### src/rtl/store_buffer_pkg.sv
// Shared store-buffer defaults and entry record layout.
// Also imported by bridge_dm for the same entry format.
package store_buffer_pkg;

  localparam int SB_DEPTH_DEFAULT  = 4;
  localparam int SB_ADDR_W_DEFAULT = 32;
  localparam int SB_DATA_W_DEFAULT = 32;
  localparam int SB_BE_W_DEFAULT   = SB_DATA_W_DEFAULT / 8;

  typedef struct packed {
    logic [SB_ADDR_W_DEFAULT-1:0] addr;
    logic [SB_BE_W_DEFAULT-1:0]   be;
    logic [SB_DATA_W_DEFAULT-1:0] data;
  } sb_entry_t;

endpackage

### src/rtl/store_buffer_fwd_merge.sv
// Youngest-wins lane selector over age-ordered candidates.
// Candidate 0 is the oldest, candidate N-1 the youngest.
module sb_fwd_merge
  import store_buffer_pkg::*;
#(
  parameter int N      = SB_DEPTH_DEFAULT + 1,
  parameter int DATA_W = SB_DATA_W_DEFAULT,
  parameter int BE_W   = DATA_W / 8
) (
  input  logic [N-1:0]        hit,
  input  logic [N*BE_W-1:0]   be,
  input  logic [N*DATA_W-1:0] data,
  output logic [BE_W-1:0]     fwd_be,
  output logic [DATA_W-1:0]   fwd_data
);

  always_comb begin
    fwd_be   = '0;
    fwd_data = '0;
    for (int i = 0; i < N; i++) begin
      for (int l = 0; l < BE_W; l++) begin
        if (hit[i] && be[i*BE_W+l]) begin
          fwd_be[l]          = 1'b1;
          fwd_data[l*8 +: 8] = data[(i*BE_W+l)*8 +: 8];
        end
      end
    end
  end

endmodule

### src/rtl/store_buffer.sv
// Store FIFO between MEM and the data-SRAM bridge with
// tail merging, idle-cycle drain and load forwarding.
module store_buffer
  import store_buffer_pkg::*;
#(
  parameter int DEPTH  = SB_DEPTH_DEFAULT,
  parameter int ADDR_W = SB_ADDR_W_DEFAULT,
  parameter int DATA_W = SB_DATA_W_DEFAULT,
  parameter int BE_W   = DATA_W / 8,
  parameter int WLSB   = $clog2(BE_W),
  parameter int PW     = $clog2(DEPTH),
  parameter int CW     = PW + 1
) (
  input  logic              clk,
  input  logic              rst,
  input  logic              st_valid,
  output logic              st_ready,
  input  logic [ADDR_W-1:0] st_addr,
  input  logic [BE_W-1:0]   st_be,
  input  logic [DATA_W-1:0] st_wdata,
  input  logic              ld_valid,
  input  logic [ADDR_W-1:0] ld_addr,
  output logic [BE_W-1:0]   ld_fwd_be,
  output logic [DATA_W-1:0] ld_fwd_data,
  output logic              sb_wr_valid,
  input  logic              sb_wr_gnt,
  output logic [ADDR_W-1:0] sb_wr_addr,
  output logic [BE_W-1:0]   sb_wr_be,
  output logic [DATA_W-1:0] sb_wr_data,
  output logic [CW-1:0]     sb_count,
  output logic              sb_empty
);

  localparam int WA_W = ADDR_W - WLSB;
  localparam int NC   = DEPTH + 1;
  localparam logic [CW-1:0] FULL = CW'(DEPTH);
  localparam logic [CW-1:0] TWO  = CW'(2);

  logic [WA_W-1:0]   mem_addr [DEPTH];
  logic [BE_W-1:0]   mem_be   [DEPTH];
  logic [DATA_W-1:0] mem_data [DEPTH];

  logic [PW-1:0] head;
  logic [PW-1:0] tail;
  logic [PW-1:0] tail_m1;
  logic [CW-1:0] count;

  logic [WA_W-1:0] st_word;
  logic [WA_W-1:0] ld_word;
  logic            merge_hit;
  logic            accept;
  logic            push;
  logic            pop;

  logic [NC-1:0]        cand_hit;
  logic [NC*BE_W-1:0]   cand_be;
  logic [NC*DATA_W-1:0] cand_data;
  logic [PW-1:0]        idx;
  logic [BE_W-1:0]      fwd_be;
  logic [DATA_W-1:0]    fwd_data;

  logic unused;
  assign unused = ^{st_addr[WLSB-1:0], ld_addr[WLSB-1:0]};

  assign st_word = st_addr[ADDR_W-1:WLSB];
  assign ld_word = ld_addr[ADDR_W-1:WLSB];
  assign tail_m1 = tail - 1'b1;

  // count >= 2 keeps the head out of reach of a merge
  assign merge_hit = st_valid && (count >= TWO)
                  && (st_word == mem_addr[tail_m1]);

  assign st_ready = (count < FULL) || merge_hit;
  assign accept   = st_valid && st_ready;
  assign push     = accept && !merge_hit && (st_be != '0);

  assign sb_empty    = (count == '0);
  assign sb_count    = count;
  assign sb_wr_valid = !sb_empty && !ld_valid;
  assign pop         = sb_wr_valid && sb_wr_gnt;

  assign sb_wr_addr = {mem_addr[head], {WLSB{1'b0}}};
  assign sb_wr_be   = mem_be[head];
  assign sb_wr_data = mem_data[head];

  always_ff @(posedge clk) begin
    if (rst) begin
      head  <= '0;
      tail  <= '0;
      count <= '0;
    end else begin
      if (push) tail <= tail + 1'b1;
      if (pop)  head <= head + 1'b1;
      unique case ({push, pop})
        2'b10:   count <= count + 1'b1;
        2'b01:   count <= count - 1'b1;
        default: count <= count;
      endcase
    end
  end

  // entry storage carries no reset; count alone marks validity
  always_ff @(posedge clk) begin
    if (!rst && merge_hit) begin
      mem_be[tail_m1] <= mem_be[tail_m1] | st_be;
      for (int l = 0; l < BE_W; l++) begin
        if (st_be[l]) begin
          mem_data[tail_m1][l*8 +: 8] <= st_wdata[l*8 +: 8];
        end
      end
    end
    if (!rst && push) begin
      mem_addr[tail] <= st_word;
      mem_be[tail]   <= st_be;
      mem_data[tail] <= st_wdata;
    end
  end

  always_comb begin
    cand_hit  = '0;
    cand_be   = '0;
    cand_data = '0;
    idx       = '0;
    for (int k = 0; k < DEPTH; k++) begin
      idx = head + PW'(k);
      cand_hit[k] = (CW'(k) < count)
                 && (mem_addr[idx] == ld_word);
      cand_be[k*BE_W +: BE_W]       = mem_be[idx];
      cand_data[k*DATA_W +: DATA_W] = mem_data[idx];
    end
    cand_hit[DEPTH] = accept && (st_word == ld_word);
    cand_be[DEPTH*BE_W +: BE_W]       = st_be;
    cand_data[DEPTH*DATA_W +: DATA_W] = st_wdata;
  end

  sb_fwd_merge #(
    .N      (NC),
    .DATA_W (DATA_W),
    .BE_W   (BE_W)
  ) u_fwd (
    .hit      (cand_hit),
    .be       (cand_be),
    .data     (cand_data),
    .fwd_be   (fwd_be),
    .fwd_data (fwd_data)
  );

  always_ff @(posedge clk) begin
    if (rst) begin
      ld_fwd_be   <= '0;
      ld_fwd_data <= '0;
    end else if (ld_valid) begin
      ld_fwd_be   <= fwd_be;
      ld_fwd_data <= fwd_data;
    end else begin
      ld_fwd_be   <= '0;
      ld_fwd_data <= '0;
    end
  end

endmodule

### config.mk
export PLATFORM = sky130hd
export DESIGN_NAME = store_buffer
export DESIGN_NICKNAME = d
export VERILOG_FILES = /design/src/rtl/store_buffer_pkg.sv /design/src/rtl/store_buffer_fwd_merge.sv /design/src/rtl/store_buffer.sv
export SDC_FILE = /design/constraint.sdc
export NUM_CORES = 1
export LEC_CHECK = 0
export CORE_MARGIN = 2
export CORE_UTILIZATION = 35
export DETAILED_ROUTE_END_ITERATION = 7
export DONT_BUFFER_PORTS = 1
export SYNTH_ARGS = -nofsm -noshare
export SYNTH_HDL_FRONTEND = slang
export SYNTH_SLANG_ARGS = --single-unit
### constraint.sdc
create_clock -name clk -period 6.18 [get_ports clk]
set_input_delay 0.927 -clock clk [delete_from_list [all_inputs] [get_ports clk]]
set_output_delay 0.927 -clock clk [all_outputs]
set_load 0.02 [all_outputs]
* Yosys cells after proc, flatten, opt, wreduce, memory -nomap -nowiden
Memory sizes are Yosys's and may differ from the RTL's. A register that Yosys moved wholly into a read port is not among the register bits. Index checks and enable logic that the tools add are counted.
Word-level totals: memories 3, output and inout port bits 110, word-level logic and storage cells 145, input port bits 105, bits in writable memories 264, register bits 43
Memories:
- mem_data | depth 4, width 32, read ports 4, clocked after Yosys merged registers in 1, write ports 1, line store_buffer.sv:41 | logic [DATA_W-1:0] mem_data [DEPTH];
- mem_addr | depth 4, width 30, read ports 5, clocked after Yosys merged registers in 1, write ports 1, line store_buffer.sv:39 | logic [WA_W-1:0] mem_addr [DEPTH];
- mem_be | depth 4, width 4, read ports 5, clocked after Yosys merged registers in 1, write ports 1, line store_buffer.sv:40 | logic [BE_W-1:0] mem_be [DEPTH];
Cells by class: add/sub/neg operators 7, $lt $le $gt $ge 6, bitwise logic cells 2, mux-type cells 69, reductions and logical operators 45, equal/unequal tests 8
Operators with widths (number):
- 30-bit == test | 6
- 8-bit 2-to-1 mux | 20
- 1-bit 2-to-1 mux | 37
- 1-bit logical AND | 34
- 32-bit 2-to-1 mux | 1
- 32-bit OR reduction | 1
- 2-bit 2-to-1 mux | 8
- 4-bit 2-to-1 mux | 2
- 1-bit by 3-bit less-than comparator with 1-bit output, first input constant | 2
- 2-bit by 3-bit less-than comparator with 1-bit output, first input constant | 2
- 3-bit case mux with 2 select lines | 1
- 2-bit by 1-bit adder with 2-bit output, second input constant | 2
- 2-bit adder, second input constant | 2
- 1-bit zero test | 4
- 4-bit bitwise OR | 1
- 4-bit nonzero test | 1
- 4-bit OR reduction | 1
- 3-bit by 1-bit adder with 3-bit output, second input constant | 1
- 3-bit by 2-bit >= comparator with 1-bit output, second input constant | 1
- 3-bit zero test | 1
- 3-bit less-than comparator, second input constant | 1
- 3-bit by 1-bit subtractor with 3-bit output, second input constant | 1
- 2-bit by 1-bit == test with 1-bit output, second input constant | 1
- 2-bit == test, second input constant | 1
- other kinds (5) | 5

* Depth between registers and ports, before layout
Gate-level depths: netlist of the first run. An unclocked memory read counts as a cell.
depth after elaboration 13, depth in mapped cells 18, gate-level depth less buffers 12

* By module
Synthesis of the first run repeated with hierarchy kept, for this count alone.
Second synthesis, totals: cells, all modules 1443, area total of the unflattened synthesis 21189.1 µm²
By module, submodules not included:
- store_buffer | times used 1, area each 19412.4 µm², sequential area each 8828.5 µm², cells each 1179
- sb_fwd_merge | times used 1, area each 1776.7 µm², sequential area each 0.0 µm², cells each 264

* Least setup slack after synthesis of the first run
Ideal clock, no wire load.
path kind register to register, start reg tail[0], end mem mem_addr[0][0] (netlist name) (enable), setup time 0.390 ns, data required time 5.790 ns, path slack 0.898 ns, cell stages (with the launch flop) 18, clock period less this slack 5.282 ns, buffers on the path 7, data arrival time 4.892 ns, cell sequence dfxtp_1 > clkbuf_1 > buf_2 > buf_2 > buf_1 > inv_1 > ha_1 > clkbuf_1 > clkbuf_1 > mux4_2 > xnor2_1 > nand4_1 > a2111oi_0 > nand4_1 > nand4_1 > nor2_1 > clkbuf_1 > and2_1
On the way: word-level cells in the longest chain between the ends 11, elaborated cells on any way between the ends 12, classes of those cells add/sub (1); eq/ne (1); mux (2); reduce/logical (7); memory (1)
RTL lines:
- start: declaration | line store_buffer.sv:44 | logic [PW-1:0] tail;
- start signal: assignment | line store_buffer.sv:92 | if (push) tail <= tail + 1'b1;
- 2-bit by 1-bit subtractor with 2-bit output (*) | line store_buffer.sv:67 | assign tail_m1 = tail - 1'b1;
- net tail_m1[0] | line store_buffer.sv:45 | logic [PW-1:0] tail_m1;
- memory 4 x 30 bit (*)
- 30-bit == test (*) | line store_buffer.sv:71 | && (st_word == mem_addr[tail_m1]);
- 1-bit logical AND (*) | line store_buffer.sv:71
- 1-bit logical OR | line store_buffer.sv:73 | assign st_ready = (count < FULL) || merge_hit;
- 1-bit logical AND | line store_buffer.sv:74 | assign accept = st_valid && st_ready;
- 1-bit logical AND (*) (2 in series) | line store_buffer.sv:75 | assign push = accept && !merge_hit && (st_be != '0);
- 1-bit logical AND (*) | line store_buffer.sv:112 | if (!rst && push) begin
- 1-bit 2-to-1 mux (*) | line store_buffer.sv:112
- 1-bit 2-to-1 mux (not written as such) (*) | line store_buffer.sv:113 | mem_addr[tail] <= st_word;
- end: declaration | line store_buffer.sv:39
Mark *: on every way through the listed nets, which the timed path passes. The rest lies on a longest branch.

* Worst setup path in the final report of the first run
start reg tail[1], end out st_ready
On the way: word-level cells in the longest chain between the ends 5
RTL lines:
- 2-bit by 1-bit subtractor with 2-bit output | line store_buffer.sv:67
- memory 4 x 30 bit
- 30-bit == test | line store_buffer.sv:71
- 1-bit logical AND | line store_buffer.sv:71
- 1-bit logical OR | line store_buffer.sv:73
- end: declaration | line store_buffer.sv:17 | output logic st_ready,
No other way between the ends.

==> summary.md, run 1 <==
| Metric | Value |
|---|---|
| Routability cong. | roughly 0.96 |
| Clock sinks | slightly above 300 |
| Max Slew Vio Count | 0 |
| Slew headroom | a little under a fifth |
| Max Cap Violations | 0 |
| H-Tree Depth | 2 |
| First-pass GRT wire length | slightly above 100,000 microns |
| Clk_skew | around 0.049 ns |
| DRC Markers | 0 |
| Req. time, crit path | 5.25 ns |
| CTS root buf | clkbuf_16 |
| Routed wire per std cell | ~30 microns |
| Max Used Layer | met4 |
| Core Box Area | approximately 60,000 sq um |
| Via density | 6.422 |
| Vias in the first global route | about 15,000 |
| Layout fillers | around 5,500 |
| Cell taking the most area after synthesis | edfxtp_1 |
| Die width | ~250 microns |
| Final worst-path cycle share | about 91% |
| Distinct cells, synth | 57 |
| # setup viols final | 0 |
| Post-synth EDFFs | roughly 260 |
| DRT Pass-1 Iters | 5 |
| Critical Path Max Stage Delay | 0.79 ns |
| Post-DP Area | between 20,000 and 25,000 sq um |
| Clock transition at path regs | approximately 0.060 ns |
| Mapped Cells | about 1,700 |
| DIE HEIGHT | approximately 250 microns |
| Crit-path slowest cell | ha_2 |
| Synth Cell Area | 20,800 sq um |
| Critical path startpoint category | flip-flop |
| Top cell type's share of synthesized area | a little under two fifths |
| GRT Resource Usage Total | between 20% and 30% |
| LEAKAGE | roughly 0.0065 uW |
| Worst hold path class | in -> reg |
| RSZ-0062 raised after global routing | no |
| Post-layout instance area | around 23,000 sq um |
| Main area contributors after synthesis | edfxtp_1 (38%), mux4_2 (17%), mux2i_1 (9.1%) |
| Initial antenna violation count | 0 |
| DRT iter0 DRCs | 1,599 |
| Final WL | 71,410 microns |
| WP buf/inv | 3 |
| Post-CTS resize count | 0 |
| Crit-path max FO | 21 |
| Hold Buf Count CTS | 0 |
| CTS Buf Count | 39 |
| Slew @ Worst Pin | around 1.2 ns |
| Share of cells above drive strength 1 | between 10% and 20% |
| I/O pins | between 200 and 250 |
| Setup tns final | 0 ns |
| WL met3 | 6807 microns |
| Post-synth top flop | edfxtp_1 |
| Kind of end point of the critical path | output pin |
| Tmin final | between 5 and 6 ns |
| Cell Chain, Critical Path | inv_1, ha_2, mux4_2, xnor2_1, nand4_1, a2111oi_0, buf_4, nand4_1, buf_4, nand2_1 |
| Hold_sp | rst |
| Met2 wire len | around 34,000 microns |
| Reg2reg end | mem_data[1][19] |
| Beginning of the worst register-to-register path | tail[1] |
| Synth-to-layout area growth | 9.849% |
| Mapped Avg Cell Area | ~13 sq um |
| #FFs+latches synth | approximately 300 |
| Power Dens Cells | 272.7 nW/um^2 |
| DP HPWL | between 40,000 and 50,000 microns |
| Critical path depth | 10 |
| Setup bufs post-CTS | 0 |
| Die area | ~61,000 sq um |
| Global route total overflow | 0 |
| M1 WL | approximately 28,000 microns |
| Ys async rst share | 0% |
| VDD IR max | between 150 and 200 uV |
| Largest delay share family, worst path | adder cells |
| Status | finished, final reports clean |
| Clock Latency Late Sink | between 0.5 and 0.6 ns |
| Antenna Nets Post-Route | 0 |
| Final worst slack | 0.5706 ns |
| Starting Density | 35.31% |
| Crit path DAT | 4.68 ns |
| Worst setup startpoint | tail[1] |
| Clock tree buffer depth | 3 |
| Ys Warns | 0 |
| Flop2flop setup slack | about 1.1 ns |
| CTS tree | done |
| FF-to-FF path depth | 13 |
| Largest net degree at the start of global routing | 98 |
| Worst slack at placement | between 1 and 1.5 ns |
| Seq/Total Area, Yosys | between 40% and 50% |
| Peak Freq | 178.3 MHz |
| Vias | between 15,000 and 20,000 |
| WS Path Type | reg -> out |
| CP endpoint | st_ready |
| FP Rows | 89 |
| Final #Nets | ~1,700 |
| Fin. Hold Viols | 0 |
| IO buf count | 0 |
| Diode count | 0 |
[cell families (layout without fill, tap and decap cells)]
kind of cell,after synthesis,after routing,synth area share [%]
mux,390,390,28.37
simple gates,314,314,7.616
flops,309,309,42.45
compound gates,286,286,9.812
buf+inv,175,147,3.892
xor+xnor,172,172,7.243
fa+ha+maj,10,10,0.6016
other cells,1,2,0.01803
[worst register-to-register path: stages (launching register included)]
cell       delay (ns)
dfxtp_1          0.42
inv_1            0.13
ha_2             0.79
mux4_2           0.45
xnor2_1          0.32
nand4_1          0.34
a2111oi_0        0.75
buf_4            0.24
nand4_1          0.19
buf_4            0.26
nor3b_1          0.20
o21ba_2          0.31
nor2b_1          0.18
buf_4            0.23
[worst min path at each step]
stage	to	slack, ns	cells after the start
global route	tail[0]	0.39	1
global placement	tail[1]	0.58	2
finish	flip-flop	0.40	1
detailed placement	tail[1]	0.59	2
CTS	head[0]	0.38	1
floorplan	tail[1]	0.55	2
[where the power goes]
part / switching [uW] / internal, uW
clock network: 921 / 1400
registers: 116 / 2340
logic: 850 / 599
total: 1890 / 4340
[per-layer routing]
metal  vias to the layer above  global-route usage (%)
met3                       152                   5.904
met4                         0                   8.190
li1                       6540                       -
met1                      7856                   29.90
met2                       883                   36.45
met5                         -                  0.3180
[metrics by stage]
stage,std cells,power [uW],hold WS [ns],util [%]
floorplan,1658,3570,0.5534,-
global placement,2332,3920,0.5776,36.58
detailed placement,2332,3931,0.5943,36.58
CTS,2403,6266,0.3754,38.78
global route,2403,6444,0.3854,38.78
finish,2403,6229,0.4042,38.78
[sequential cells by signal, indices dropped and copies added (netlist names), named ones only]
name and count:
head 2, ld_fwd_be 4, ld_fwd_data 32, mem_addr 120
mem_be 16, mem_data 128, sb_count 3, tail 2
[cell usage in the layout (no fill, tap or decap), types with 5 or more instances in the layout]
cell type | Yosys | layout
o211ai_1 | 36 | 36
o22ai_1 | 9 | 9
a221oi_1 | 6 | 6
bufinv_16 | 0 | 5
nand4_1 | 60 | 60
a31oi_1 | 35 | 35
inv_1 | 21 | 21
o221ai_1 | 35 | 35
clkbuf_16 | 0 | 40
a21oi_1 | 57 | 57
ha_1 | 10 | 9
a2111oi_0 | 5 | 5
mux4_2 | 155 | 155
xnor2_1 | 103 | 103
clkinv_1 | 0 | 7
nand2b_1 | 8 | 7
o2bb2ai_1 | 6 | 6
o21ai_0 | 16 | 16
nand3_1 | 10 | 10
nor3b_1 | 5 | 5
o21ai_1 | 10 | 10
edfxtp_1 | 264 | 264
nand2_1 | 57 | 57
nor2b_1 | 15 | 15
nor4_1 | 15 | 12
xor2_1 | 69 | 69
mux2_1 | 7 | 7
dfxtp_1 | 45 | 40
mux2i_1 | 190 | 190
buf_4 | 11 | 50
clkbuf_1 | 73 | 10
o2111ai_1 | 40 | 40
dfxtp_4 | 0 | 5
mux2_2 | 38 | 38
nor2_1 | 67 | 67
nor3_1 | 57 | 57
[cell type report]
| type | instances | area, sq um | area share, % |
|---|---|---|---|
| multi-input combinational | 1174 | 11210 | 49.08 |
| inverter | 23 | 86.33 | 0.3779 |
| clock inverter | 21 | 259.0 | 1.134 |
| timing repair buffer | 53 | 435.4 | 1.906 |
| sequential | 309 | 8847 | 38.73 |
| tap | 773 | 967.2 | 4.234 |
| clock buffer | 50 | 1039 | 4.546 |
[synthesized netlist by cell type, drive strengths merged, types with 8 or more instances]
cell type  number
a211oi          8
a21oi          57
a31oi          35
and2            8
buf            79
clkbuf         73
dfxtp          45
edfxtp        264
ha             10
inv            23
mux2           45
mux2i         190
mux4          155
nand2          57
nand2b          8
nand3          10
nand4          60
nor2           67
nor2b          15
nor3           57
nor4           15
o2111ai        40
o211ai         36
o21ai          26
o221ai         35
o22ai           9
xnor2         103
xor2           69
Power figures use the tool's default switching activity.
==> run 2: changes to the inputs <==
Settings changed: SLEW_MARGIN from default to 20.
==> run 2 against run 1 <==
Against the previous run:
- design area shrank 0.30%
- sequential share of layout area up 0.12 points
- power fell by 1.8%
- cell count did not move
- critical endpoint unchanged
- largest power group unchanged
==> summary.md, run 2 (synthesis gave the netlist of run 1 again) <==
| Metric | Value |
|---|---|
| I/O pins | 215 (unchanged) |
| Biggest regs | mem_data: 128 flops, mem_addr: 120 flops, ld_fwd_data: 32 flops |
| DRC Markers | 0 (unchanged) |
| Placed Cells | 2,332 (unchanged) |
| Max Cap Violations | 0 (unchanged) |
| H-Tree Depth | 2 (unchanged) |
| Cell Count, Final, Fillers Out | 2,403 (unchanged) |
| Clk_skew | 0.05873 ns (+0.01004 ns) |
| Clock sinks | 309 (unchanged) |
| Synth-to-layout area growth | 9.517% |
| Power Dens Cells | 268.6 nW/um^2 (-1.5%) |
| Worst slack at placement | 1.121 ns (-0.009520 ns) |
| Routed wire per std cell | 29.77 microns (+0.19%) |
| Clock transition at path regs | 0.06 ns (about the same) |
| Final worst slack | 0.5084 ns (-0.06220 ns) |
| Crit-path max FO | 21 (unchanged) |
| Max Used Layer | met4 |
| Core Box Area | 58,910 sq um (unchanged) |
| Crit path DAT | 4.74 ns (+0.06 ns) |
| CTS Buf Count | 39 (unchanged) |
| Peak Freq | 176.3 MHz (-1.1%) |
| Critical path startpoint category | flip-flop |
| DRT iter0 DRCs | 1,809 (+13%) |
| Worst hold path class | in -> reg |
| Setup tns final | 0 ns (unchanged) |
| Max Slew Vio Count | 0 (unchanged) |
| Largest register FFs | 128 (unchanged) |
| Fin. Hold Viols | 0 (unchanged) |
| Biggest register | mem_data |
| WS Path Type | reg -> out |
| WL met3 | 7355 microns (+8.1%) |
| Starting Density | 35.31% (unchanged) |
| Diode count | 0 (unchanged) |
| Global route total overflow | 0 (unchanged) |
| LEAKAGE | 0.006498 uW (-0.44%) |
| Vias in the first global route | 15,244 (-0.22%) |
| Layout fillers | 5,488 (-0.63%) |
| Cell Chain, Critical Path | inv_1, ha_2, mux4_2, xnor2_1, nand4_1, a2111oi_0, buf_4, nand4_1, buf_4, nand2_1 |
| DP HPWL | 48,810 microns (+0.18%) |
| Share of cells above drive strength 1 | 19.75% (-0.12 points) |
| VDD IR max | 174.2 uV (+2.2%) |
| Most common cell after layout, fill and taps aside | edfxtp_1 |
| # setup viols final | 0 (unchanged) |
| Fin Hold WS | 0.4002 ns (-0.004069 ns) |
| Largest net degree at the start of global routing | 98 (unchanged) |
| CTS tree | done |
| Final #Nets | 1,715 (unchanged) |
| Most frequent cells in the layout | edfxtp_1 (264), mux2i_1 (189), mux4_2 (155) |
| Post-CTS resize count | 0 (unchanged) |
| GRT Resource Usage Total | 22.85% (+0.034 points) |
| Via density | 6.417 (about the same) |
| Status | finished, final reports clean |
| Clock tree buffer depth | 3 (unchanged) |
| Die area | 61,390 sq um (unchanged) |
| Crit-path slowest cell | ha_2 |
| Vias | 15,421 (-0.065%) |
| WP buf/inv | 3 (unchanged) |
| Final worst-path cycle share | 91.77% (+1.0 points) |
| Tmin final | 5.672 ns (+0.06220 ns) |
| First-pass GRT wire length | 103,500 microns (+0.17%) |
| Clock Latency Late Sink | 0.59 ns (about the same) |
| Final WL | 71,550 microns (+0.19%) |
| Antenna Nets Post-Route | 0 (unchanged) |
| Setup bufs post-CTS | 0 (unchanged) |
| Largest delay share family, worst path | adder cells |
| Slew @ Worst Pin | 1.139 ns (-0.03972 ns) |
| CTS root buf | clkbuf_16 |
| Slew headroom | 21.86% (+2.7 points) |
| Total chip power | 6117 uW (-1.8%) |
| IO buf count | 0 (unchanged) |
| DIE HEIGHT | 247.8 microns (unchanged) |
| Initial antenna violation count | 0 (unchanged) |
| Kind of end point of the critical path | output pin |
| FP Rows | 89 (unchanged) |
| Met2 wire len | 33,470 microns (-0.78%) |
| Critical Path Max Stage Delay | 0.79 ns (about the same) |
| Hold Buf Count CTS | 0 (unchanged) |
| Routability cong. | 0.9576 (unchanged) |
| DRT Pass-1 Iters | 5 (unchanged) |
| RSZ-0062 raised after global routing | no |
| Req. time, crit path | 5.25 ns (about the same) |
| Die width | 247.8 microns (unchanged) |
| M1 WL | 28,130 microns (-1.2%) |
[run 2: cell count changes in the layout (fill, tap and decap cells not counted), sizes merged]
cell | before | now
bufinv | 5 | 2
clkbuf | 50 | 51
inv | 24 | 25
clkinvlp | 2 | 1
clkinv | 13 | 15
[run 2: worst paths after layout]
kind                 from              end  slack [ns]  depth (start not counted)
setup / recovery  tail[1]         st_ready        0.51                         10
hold / removal        rst        flip-flop        0.40                          1
setup reg to reg  tail[1]  mem_data[3][14]        1.03                         11
hold reg to reg   tail[1]          tail[1]        0.60                          2
[run 2: final cells by class]
type	instances	area, sq um	share of cell area [%]
clock buffer	51	1052	4.620
tap	773	967.2	4.246
inverter	23	86.33	0.3790
sequential	309	8847	38.84
timing repair buffer	53	435.4	1.912
clock inverter	20	172.7	0.7581
multi-input combinational	1174	11220	49.24
[run 2: where the power goes]
part	internal, uW	switching [uW]	leakage (uW)	total [uW]
Sequential	2340	117	0.00276	2460
Clock	1290	923	0.000592	2210
Combinational	600	851	0.00315	1450
Total	4230	1890	0.00650	6120
[run 2: routing by layer]
metal / vias up / GRT usage, %
li1: 6549 / -
met1: 7844 / 29.64
met2: 879 / 36.26
met3: 149 / 6.564
met4: 0 / 8.489
met5: - / 0
[run 2: stage by stage]
stage | util [%] | instance area [sq um]
2_1_floorplan | - | 20800
3_3_place_gp | 36.58 | 21550
3_5_place_dp | 36.59 | 21550
4_1_cts | 38.67 | 22780
5_1_grt | 38.67 | 22780
6_report | 38.67 | 22780
==> run 3: changes to the inputs <==
Settings changed: CAP_MARGIN from default to 10, PLACE_DENSITY_LB_ADDON from default to 0.1.
Clock period 6.18 ns to 6.1 ns, I/O delays scaled along.
==> run 3 against run 2 <==
Against the previous run:
- register-to-register slack lost 0.77 ns
- core utilization hardly changed
- setup slack worse by 0.36 ns
- cell count shrank 0.17%
- sequential share of layout area hardly changed
- critical endpoint unchanged
==> summary.md, run 3 (synthesis gave the netlist of run 1 again) <==
| Metric | Value |
|---|---|
| Status | finished, final reports clean |
| VDD IR max | 188.2 uV (+8.0%) |
| DP HPWL | 51,570 microns (+5.6%) |
| DIE HEIGHT | 247.8 microns (unchanged) |
| Setup bufs post-CTS | 0 (unchanged) |
| Cell Chain, Critical Path | inv_1, ha_2, mux4_2, xnor2_1, nand4_1, a2111oi_1, buf_4, nand4_1, buf_4, nand2_1 |
| Final #Nets | 1,709 (-0.35%) |
| Final core occ | 38.62% (-0.040 points) |
| WS Path Type | reg -> out |
| IO buf count | 0 (unchanged) |
| Clock transition at path regs | 0.06 ns (about the same) |
| Final worst slack | 0.1499 ns (-0.3585 ns) |
| CTS root buf | clkbuf_16 |
| Peak Freq | 168.1 MHz |
| Die width | 247.8 microns (unchanged) |
| Hold_sp | rst |
| Slew headroom | 26.04% (+4.2 points) |
| Layout fillers | 5,593 (+1.9%) |
| Tmin final | 5.950 ns |
| Kind of end point of the critical path | output pin |
| Max Slew Vio Count | 0 (unchanged) |
| Antenna Nets Post-Route | 0 (unchanged) |
| Core Box Area | 58,910 sq um (unchanged) |
| I/O pins | 215 (unchanged) |
| Post-CTS resize count | 0 (unchanged) |
| Critical path startpoint category | flip-flop |
| DRT iter0 DRCs | 1,427 (-21%) |
| DRC Markers | 0 (unchanged) |
| Hold Buf Count CTS | 0 (unchanged) |
| LEAKAGE | 0.006473 uW (-0.39%) |
| Worst setup startpoint | tail[0] |
| Initial antenna violation count | 0 (unchanged) |
| Req. time, crit path | 5.18 ns (-0.07 ns) |
| Setup tns final | 0 ns (unchanged) |
| First-pass GRT wire length | 108,900 microns (+5.2%) |
| Critical Path Max Stage Delay | 0.81 ns (+0.02 ns) |
| Routability cong. | 0.9407 (-1.8%) |
| Biggest regs | mem_data: 128 flops, mem_addr: 120 flops, ld_fwd_data: 32 flops |
| Fin. Hold Viols | 0 (unchanged) |
| Clock sinks | 309 (unchanged) |
| Share of cells above drive strength 1 | 19.74% (about the same) |
| Global route total overflow | 0 (unchanged) |
| CTS tree | done |
| Most common cell after layout, fill and taps aside | edfxtp_1 |
| Crit path DAT | 5.04 ns (+0.30 ns) |
| # setup viols final | 0 (unchanged) |
| Slew @ Worst Pin | 1.109 ns (-0.03010 ns) |
| Final worst-path cycle share | around 98% |
| Starting Density | 35.31% (unchanged) |
| Clock Latency Late Sink | 0.58 ns (about the same) |
| Beginning of the worst register-to-register path | tail[0] |
| H-Tree Depth | 2 (unchanged) |
| Largest register FFs | 128 (unchanged) |
| Most frequent cells in the layout | edfxtp_1 (264), mux2i_1 (190), mux4_2 (155) |
| Max Cap Violations | 0 (unchanged) |
| Clk_skew | 0.02736 ns (-0.03137 ns) |
| Synth-to-layout area growth | 9.403% |
| Vias in the first global route | 15,199 (-0.30%) |
| Vias | 15,281 (-0.91%) |
| CTS Buf Count | 40 (+2.6%) |
| Largest net degree at the start of global routing | 97 (-1.0%) |
| Via density | 6.370 (-0.74%) |
| DRT Pass-1 Iters | 5 (unchanged) |
| Total chip power | 6270 uW (+2.5%) |
| RSZ-0062 raised after global routing | no |
| Biggest register | mem_data |
| Clock tree buffer depth | 3 (unchanged) |
| Final WL | 76,200 microns (+6.5%) |
| Worst slack at placement | 0.2984 ns (-0.8226 ns) |
| Crit-path max FO | 23 (+9.5%) |
| FP Rows | 89 (unchanged) |
| Routed wire per std cell | 31.76 microns (+6.7%) |
| Crit-path slowest cell | ha_2 |
| GRT Resource Usage Total | 24.49% (+1.6 points) |
| Worst hold path class | in -> reg |
| Power Dens Cells | 275.5 nW/um^2 (+2.6%) |
| Diode count | 0 (unchanged) |
| Die area | 61,390 sq um (unchanged) |
run 3: cell type report:
cell class / instances / area, sq um / share of cell area [%]
inverter: 23 / 86.33 / 0.3794
timing repair buffer: 46 / 370.4 / 1.628
tap: 773 / 967.2 / 4.251
clock buffer: 51 / 1074 / 4.718
clock inverter: 23 / 188.9 / 0.8304
sequential: 309 / 8847 / 38.88
multi-input combinational: 1174 / 11220 / 49.31
run 3: layer usage:
metal	global-route usage [%]	wire length, microns
met5	0	0
met4	7.080	2193
met3	6.153	6607
met2	39.57	35760
met1	32.53	31640
run 3: critical path, delay by kind of cell, from the launching register on:
| family | cells | cell delay, ns |
|---|---|---|
| AO/OA/AOI/OAI | 1 | 0.71 |
| buffers and inverters | 3 | 0.74 |
| XOR/XNOR | 1 | 0.30 |
| multiplexers | 1 | 0.42 |
| adder cells (fa/ha/maj) | 1 | 0.81 |
| flip-flops | 1 | 0.52 |
| AND/OR/NAND/NOR | 3 | 0.91 |
run 3: path summary, 6_finish.rpt:
| path | end | slack, ns | cells past startpoint |
|---|---|---|---|
| max | st_ready | 0.15 | 10 |
| min | tail[0] | 0.40 | 1 |
| max reg2reg | mem_data[3][21] | 0.26 | 12 |
| min reg2reg | tail[1] | 0.59 | 2 |
run 3: metrics by stage:
step,cell area [sq um],std cells,hold slack [ns]
4_1_cts,22750,2399,0.3542
2_1_floorplan,20800,1658,0.5534
3_5_place_dp,21480,2325,0.5826
3_3_place_gp,21480,2325,0.5879
5_1_grt,22750,2399,0.3742
6_report,22750,2399,0.3981
run 3: power breakdown:
group / total (uW) / switching [uW] / leakage [uW] / internal [uW]
Sequential: 2490 / 116 / 0.00276 / 2370
Combinational: 1490 / 883 / 0.00310 / 605
Clock: 2300 / 957 / 0.000617 / 1340
Total: 6270 / 1950 / 0.00647 / 4310
